File: src/rtl/alu_pkg.sv
// alu_pkg: definitions shared by the ALU result stage and its select logic.
//   - opcode constants for the operations the result stage understands
//   - state encoding of the 2-entry skid buffer
//   - the result-entry record held in the main and skid registers
package alu_pkg;

   // Width of the entry record. alu_result_stage is only ever built with its
   // WIDTH parameter equal to this value.
   localparam int ALU_WIDTH    = 32;
   localparam int ALU_OPCODE_W = 5;

   localparam logic [ALU_OPCODE_W-1:0] OP_ADD = 5'b00000;
   localparam logic [ALU_OPCODE_W-1:0] OP_SUB = 5'b00001;
   localparam logic [ALU_OPCODE_W-1:0] OP_AND = 5'b00010;
   localparam logic [ALU_OPCODE_W-1:0] OP_OR  = 5'b00011;
   localparam logic [ALU_OPCODE_W-1:0] OP_SLL = 5'b00100;
   localparam logic [ALU_OPCODE_W-1:0] OP_SRA = 5'b00101;

   typedef enum logic [1:0] {
      EMPTY = 2'b00,
      ONE   = 2'b01,
      FULL  = 2'b10
   } stage_state_e;

   typedef struct packed {
      logic [ALU_WIDTH-1:0] data;
      logic                 overflow;
      logic                 neq;
      logic                 lt;
      logic                 illegal;
   } alu_entry_t;

endpackage

File: src/rtl/alu_result_select.sv
// alu_result_select: purely combinational opcode mux and flag derivation.
// Ports:
//   ctrl_ALUopcode         operation select
//   *_result, *_overflow   outputs of the AND/OR, add/sub and shift units
//   entry                  selected result plus overflow/neq/lt/illegal flags
module alu_result_select
   import alu_pkg::*;
#(
   parameter int WIDTH    = ALU_WIDTH,
   parameter int OPCODE_W = ALU_OPCODE_W
) (
   input  logic [OPCODE_W-1:0] ctrl_ALUopcode,
   input  logic [WIDTH-1:0]    and_result,
   input  logic [WIDTH-1:0]    or_result,
   input  logic [WIDTH-1:0]    add_result,
   input  logic                add_overflow,
   input  logic [WIDTH-1:0]    sub_result,
   input  logic                sub_overflow,
   input  logic [WIDTH-1:0]    sll_result,
   input  logic [WIDTH-1:0]    sra_result,
   output alu_entry_t          entry
);

   alu_entry_t entry_s;

   // Opcode mux; compare flags come from the subtractor for every opcode.
   always_comb begin
      entry_s          = '0;
      entry_s.neq      = (sub_result != {WIDTH{1'b0}});
      // Signed less-than: the sign of A-B is wrong exactly when it overflowed.
      entry_s.lt       = sub_result[WIDTH-1] ^ sub_overflow;
      case (ctrl_ALUopcode)
         OP_ADD: begin
            entry_s.data     = add_result;
            entry_s.overflow = add_overflow;
         end
         OP_SUB: begin
            entry_s.data     = sub_result;
            entry_s.overflow = sub_overflow;
         end
         OP_AND: entry_s.data = and_result;
         OP_OR:  entry_s.data = or_result;
         OP_SLL: entry_s.data = sll_result;
         OP_SRA: entry_s.data = sra_result;
         default: begin
            entry_s.data     = {WIDTH{1'b0}};
            entry_s.overflow = 1'b0;
            entry_s.illegal  = 1'b1;
         end
      endcase
   end

   assign entry = entry_s;

endmodule

File: src/rtl/alu_result_stage.sv
// alu_result_stage: registered ALU result stage with a 2-entry skid buffer.
// Ports:
//   clock, reset        clock and asynchronous active-high reset
//   in_valid/in_ready   upstream handshake (in_ready depends on state only)
//   ctrl_ALUopcode      operation select
//   *_result/_overflow  unit outputs feeding the result mux
//   out_valid/out_ready downstream handshake
//   data_result, overflow, isNotEqual, isLessThan, illegal_op
//                       head-of-queue entry, always taken from the main register
//   retire_count        wrapping count of drained operations
module alu_result_stage
   import alu_pkg::*;
#(
   parameter int WIDTH    = 32,
   parameter int OPCODE_W = 5,
   parameter int COUNT_W  = 16
) (
   input  logic                clock,
   input  logic                reset,
   input  logic                in_valid,
   output logic                in_ready,
   input  logic [OPCODE_W-1:0] ctrl_ALUopcode,
   input  logic [WIDTH-1:0]    and_result,
   input  logic [WIDTH-1:0]    or_result,
   input  logic [WIDTH-1:0]    add_result,
   input  logic                add_overflow,
   input  logic [WIDTH-1:0]    sub_result,
   input  logic                sub_overflow,
   input  logic [WIDTH-1:0]    sll_result,
   input  logic [WIDTH-1:0]    sra_result,
   output logic                out_valid,
   input  logic                out_ready,
   output logic [WIDTH-1:0]    data_result,
   output logic                overflow,
   output logic                isNotEqual,
   output logic                isLessThan,
   output logic                illegal_op,
   output logic [COUNT_W-1:0]  retire_count
);

   stage_state_e       state_r;
   stage_state_e       state_next_s;
   alu_entry_t         new_entry_s;
   alu_entry_t         main_r;
   alu_entry_t         skid_r;
   logic               accept_s;
   logic               drain_s;
   logic               load_main_new_s;
   logic               load_main_skid_s;
   logic               load_skid_s;
   logic [COUNT_W-1:0] retire_count_r;

   alu_result_select #(
      .WIDTH    (WIDTH),
      .OPCODE_W (OPCODE_W)
   ) u_select (
      .ctrl_ALUopcode (ctrl_ALUopcode),
      .and_result     (and_result),
      .or_result      (or_result),
      .add_result     (add_result),
      .add_overflow   (add_overflow),
      .sub_result     (sub_result),
      .sub_overflow   (sub_overflow),
      .sll_result     (sll_result),
      .sra_result     (sra_result),
      .entry          (new_entry_s)
   );

   assign accept_s = in_valid & in_ready;
   assign drain_s  = out_valid & out_ready;

   // State register of the skid buffer.
   always_ff @(posedge clock or posedge reset) begin
      if (reset) begin
         state_r <= EMPTY;
      end else begin
         state_r <= state_next_s;
      end
   end

   // Next-state and entry-load decode.
   always_comb begin
      state_next_s     = state_r;
      load_main_new_s  = 1'b0;
      load_main_skid_s = 1'b0;
      load_skid_s      = 1'b0;
      case (state_r)
         EMPTY: begin
            if (accept_s) begin
               state_next_s    = ONE;
               load_main_new_s = 1'b1;
            end else begin
               state_next_s = EMPTY;
            end
         end
         ONE: begin
            if (accept_s && drain_s) begin
               state_next_s    = ONE;
               load_main_new_s = 1'b1;
            end else if (accept_s) begin
               state_next_s = FULL;
               load_skid_s  = 1'b1;
            end else if (drain_s) begin
               state_next_s = EMPTY;
            end else begin
               state_next_s = ONE;
            end
         end
         FULL: begin
            // in_ready is low here, so only a drain can move the state.
            if (drain_s) begin
               state_next_s     = ONE;
               load_main_skid_s = 1'b1;
            end else begin
               state_next_s = FULL;
            end
         end
         default: begin
            state_next_s = EMPTY;
         end
      endcase
   end

   // Handshake outputs decoded from the state flop only.
   always_comb begin
      in_ready  = 1'b1;
      out_valid = 1'b0;
      case (state_r)
         EMPTY: begin
            in_ready  = 1'b1;
            out_valid = 1'b0;
         end
         ONE: begin
            in_ready  = 1'b1;
            out_valid = 1'b1;
         end
         FULL: begin
            in_ready  = 1'b0;
            out_valid = 1'b1;
         end
         default: begin
            in_ready  = 1'b1;
            out_valid = 1'b0;
         end
      endcase
   end

   // Main (head) and skid entry registers.
   always_ff @(posedge clock or posedge reset) begin
      if (reset) begin
         main_r <= '0;
         skid_r <= '0;
      end else begin
         if (load_main_new_s) begin
            main_r <= new_entry_s;
         end else if (load_main_skid_s) begin
            main_r <= skid_r;
         end else begin
            main_r <= main_r;
         end
         if (load_skid_s) begin
            skid_r <= new_entry_s;
         end else begin
            skid_r <= skid_r;
         end
      end
   end

   // Retired-operation counter; wraps naturally at all-ones.
   always_ff @(posedge clock or posedge reset) begin
      if (reset) begin
         retire_count_r <= {COUNT_W{1'b0}};
      end else if (drain_s) begin
         retire_count_r <= retire_count_r + COUNT_W'(1);
      end else begin
         retire_count_r <= retire_count_r;
      end
   end

   assign data_result  = main_r.data;
   assign overflow     = main_r.overflow;
   assign isNotEqual   = main_r.neq;
   assign isLessThan   = main_r.lt;
   assign illegal_op   = main_r.illegal;
   assign retire_count = retire_count_r;

endmodule

File: config.mk
export PLATFORM = sky130hd
export DESIGN_NAME = alu_result_stage
export DESIGN_NICKNAME = d
export VERILOG_FILES = /design/src/rtl/alu_pkg.sv /design/src/rtl/alu_result_select.sv /design/src/rtl/alu_result_stage.sv
export SDC_FILE = /design/constraint.sdc
export NUM_CORES = 1
export LEC_CHECK = 0
export CAP_MARGIN = 10
export CORE_MARGIN = 2
export CORE_UTILIZATION = 25
export CTS_BUF_LIST = sky130_fd_sc_hd__clkbuf_16
export DETAILED_ROUTE_END_ITERATION = 10
export PLACE_DENSITY = 0.49
export RECOVER_POWER = 25
export SKIP_CTS_REPAIR_TIMING = 1
export SLEW_MARGIN = 10
export SYNTH_ARGS = -nofsm -noshare
export SYNTH_HDL_FRONTEND = slang
export SYNTH_SLANG_ARGS = --single-unit
File: constraint.sdc
create_clock -name clock -period 9.85 [get_ports clock]
set_clock_uncertainty 0.1 [all_clocks]
set_input_delay 2.4625 -clock clock [delete_from_list [all_inputs] [get_ports clock]]
set_output_delay 2.4625 -clock clock [all_outputs]
set_load 0.005 [all_outputs]
==> metrics.txt <==
DR vias=5319; Ports=roughly 260; FMAX=0.1731 GHz; top_reg_cell synth=dfrtp_1; post-synthesis cell count=566; Initial Utilization=0.2531; post-synthesis register bit count=90; largest family of logic cells by synthesized area=compound AO/OA/AOI/OAI gates; core area=roughly 22000 sq um; Setup-failing EPs final=0; critical path startpoint category=primary input; Fin Hold WS=roughly 0.38 ns; CTS tree=yes; Sw Ratio=0.3500; clock sink count=90; most numerous cell in the Yosys netlist=dfrtp_1; GRT Overall Usage=0.1914; Mapped Area=5473 sq um; worst endpoint required time=10.00 ns; Finished Core Util=0.3942; Final min period=5.778 ns; die area=about 23000 sq um; Final ANT Viol Nets=0; max_cap viols=0; Detail Placement HPWL=17770 microns; Yosys warning total=0; total iterations of the first detailed-routing run=4; Post-Route WL=roughly 22000 microns; TNS Setup=0 ns; Clock Tree Buf Depth=2; fraction of layout cells with a size suffix above 1=0.05639; switching power=approximately 580 uW; WHS Path Cells=1; top post-synthesis cells by count=90 x dfrtp_1, 86 x mux2i_1, 47 x nand2_1, 45 x nor2_1, 34 x a21oi_1; run status=finished, final reports clean; die height=152.0 microns; Synth area leader=dfrtp_1; total internal power=1.072 mW; area of the multi-input gates=2975 sq um; Slew headroom=0.01175; Die Wd=~150 microns; Post-layout nets=1003; Via-to-Cell Ratio=between 4 and 5; FF/Latch Area=between 2000 and 2500 sq um; clock power share=0.218; capture point of the worst reg-to-reg path=data_result[22]; FFs w/ async S/R, synth=1.000; Fillers=2154; H-tree levels=3; worst vdd rail ir drop=0.1297 mV; xor and xnor fraction of the mapped netlist area=0.02561; sequential fraction of the synthesis area=0.4115; Adder-Cell Fraction of Synth Area=0.01600; CTS root buffer=clkbuf_16; drt wl/cell=20.65 microns; number of global-route vias before repair=5631; reg2reg path depth=10; CP Class=primary input to flop; Hold EP=retire_count[15]; power share of the combinational group=0.413; initial antenna violation count=4; final slew viol count=0; Reg2Reg Setup Slack=7.08 ns; Clock transition at path regs=0.07 ns; Hold Path Class=flop to flop; CTS buffer count=9; Leak=3.581 nW; area share of the largest cell type after synthesis=0.4115; mux contribution to synthesized area=0.1738; number of I/O port buffers=256; Total Power Consumption=1.649 mW; Skew-Pair Late Insertion Delay=0.34 ns; CP max FO=68; Residual DRC=0; Tightest Pin Transition=1.482 ns; syn_nets=776; Final Hold Violating Endpoints=0; largest net degree at the start of global routing=around 90; r2r startpoint=state_r[0]; # rows=54; Yosys cell types=40; period utilisation layout=0.5866; fraction of the mapped netlist area in simple logic gates=0.1479; global-route wire length before repair=33870 microns; critical hold path startpoint=retire_count[15]; synth top area cells=dfrtp_1 41%, mux2i_1 16%, a211oi_1 4.3%; Crit. End Element=flop; Flop pwr share=0.369; placer congestion estimate=0.8744; Pwr Density=approximately 190 nW/um^2; global route overflow=0; Arr. time, crit path=5.93 ns; DR iter-0 viols=317; EDFF count, synth=0; RSZ-0062 raised after global routing=false; post-synthesis compound-gate area fraction=0.1795; Synth Area per Inst=9.669 sq um; synthesis-to-layout area growth=55.74%
[flip-flops by register name, summed over array words and instances (netlist names)]
name and flops:
isNotEqual 1, data_result 32, overflow 1, illegal_op 1
retire_count 16, skid_r 36, isLessThan 1, state_r 2
[critical path: stages]
cell and delay [ns]:
clkdlybuf4s50_1 0.45, clkbuf_1 1.07, nand2_1 0.28, inv_1 0.21, ha_1 0.17, nand2_1 0.06, nand2_2 0.07, buf_4 0.57
nand2_1 0.30, o22ai_1 0.25
[power by group through the flow]
stage	clock [mW]	combinational, mW	sequential, mW
after global routing	0.385	0.754	0.629
after global placement	0	0.681	0.612
final	0.360	0.681	0.608
after floorplan	0	0.338	0.589
after detailed placement	0	0.687	0.618
after CTS	0.371	0.691	0.611
[worst max path at each step]
stage	start	endpoint	slack, ns	cells past startpoint
2_1_floorplan	reset	data_result[0]	4.95	1
3_3_place_gp	out_ready	data_result[6]	4.68	10
3_5_place_dp	ctrl_ALUopcode[1]	data_result[22]	4.61	5
4_1_cts	ctrl_ALUopcode[1]	data_result[22]	4.99	5
5_1_grt	out_ready	data_result[1]	3.82	10
6_report	out_ready	data_result[22]	4.07	10
[kinds of logic (layout without fill, tap and decap cells)]
| family | count (synthesis) | after routing |
|---|---|---|
| adder cells (fa/ha/maj) | 7 | 7 |
| multiplexers | 92 | 92 |
| other | 0 | 4 |
| AND/OR/NAND/NOR | 162 | 162 |
| buffers and inverters | 51 | 283 |
| flip-flops | 90 | 90 |
| XOR/XNOR | 16 | 16 |
| AO/OA/AOI/OAI | 148 | 148 |
[placed cells by master (no fill, tap or decap), types with 3 or more instances in the layout]
cell type        instances
clkdlybuf4s50_1        254
dfrtp_1                 90
mux2i_1                 86
nand2_1                 45
nor2_1                  45
a21oi_1                 34
and3_1                  33
o22ai_1                 32
a211oi_1                31
o21ai_1                 30
xnor2_1                 13
a221oi_2                 9
nor4_1                   9
clkbuf_16                9
ha_1                     7
nand3_1                  6
nand4_1                  5
buf_4                    5
diode_2                  4
mux2_2                   4
inv_1                    4
or4_1                    3
or4b_1                   3
xor2_1                   3
o21ai_0                  3
[final cells by class]
cell class / count / share of cell area
inverter: 5 / 0.002349
tap: 280 / 0.04110
antenna: 4 / 0.001174
clock buffer: 9 / 0.02642
sequential: 90 / 0.2642
timing repair buffer: 262 / 0.3056
clock inverter: 7 / 0.009982
multi-input combinational: 425 / 0.3491
[per-layer routing]
layer | up-vias | global-route usage | part of all wire
li1 | 2557 | - | -
met1 | 2527 | 0.2393 | 0.43
met2 | 206 | 0.3198 | 0.49
met3 | 29 | 0.04307 | 0.059
met4 | 0 | 0.07833 | 0.027
met5 | - | 0 | 0
[stage by stage]
stage	instance area [sq um]	worst slack (ns)	std cells
after floorplan	5473	4.952	566
after global placement	8203	4.685	1062
after global routing	8523	3.817	1082
final	8523	4.072	1082
after detailed placement	8203	4.609	1062
after CTS	8513	4.987	1078
No activity file was read; power rests on OpenSTA's default activity.
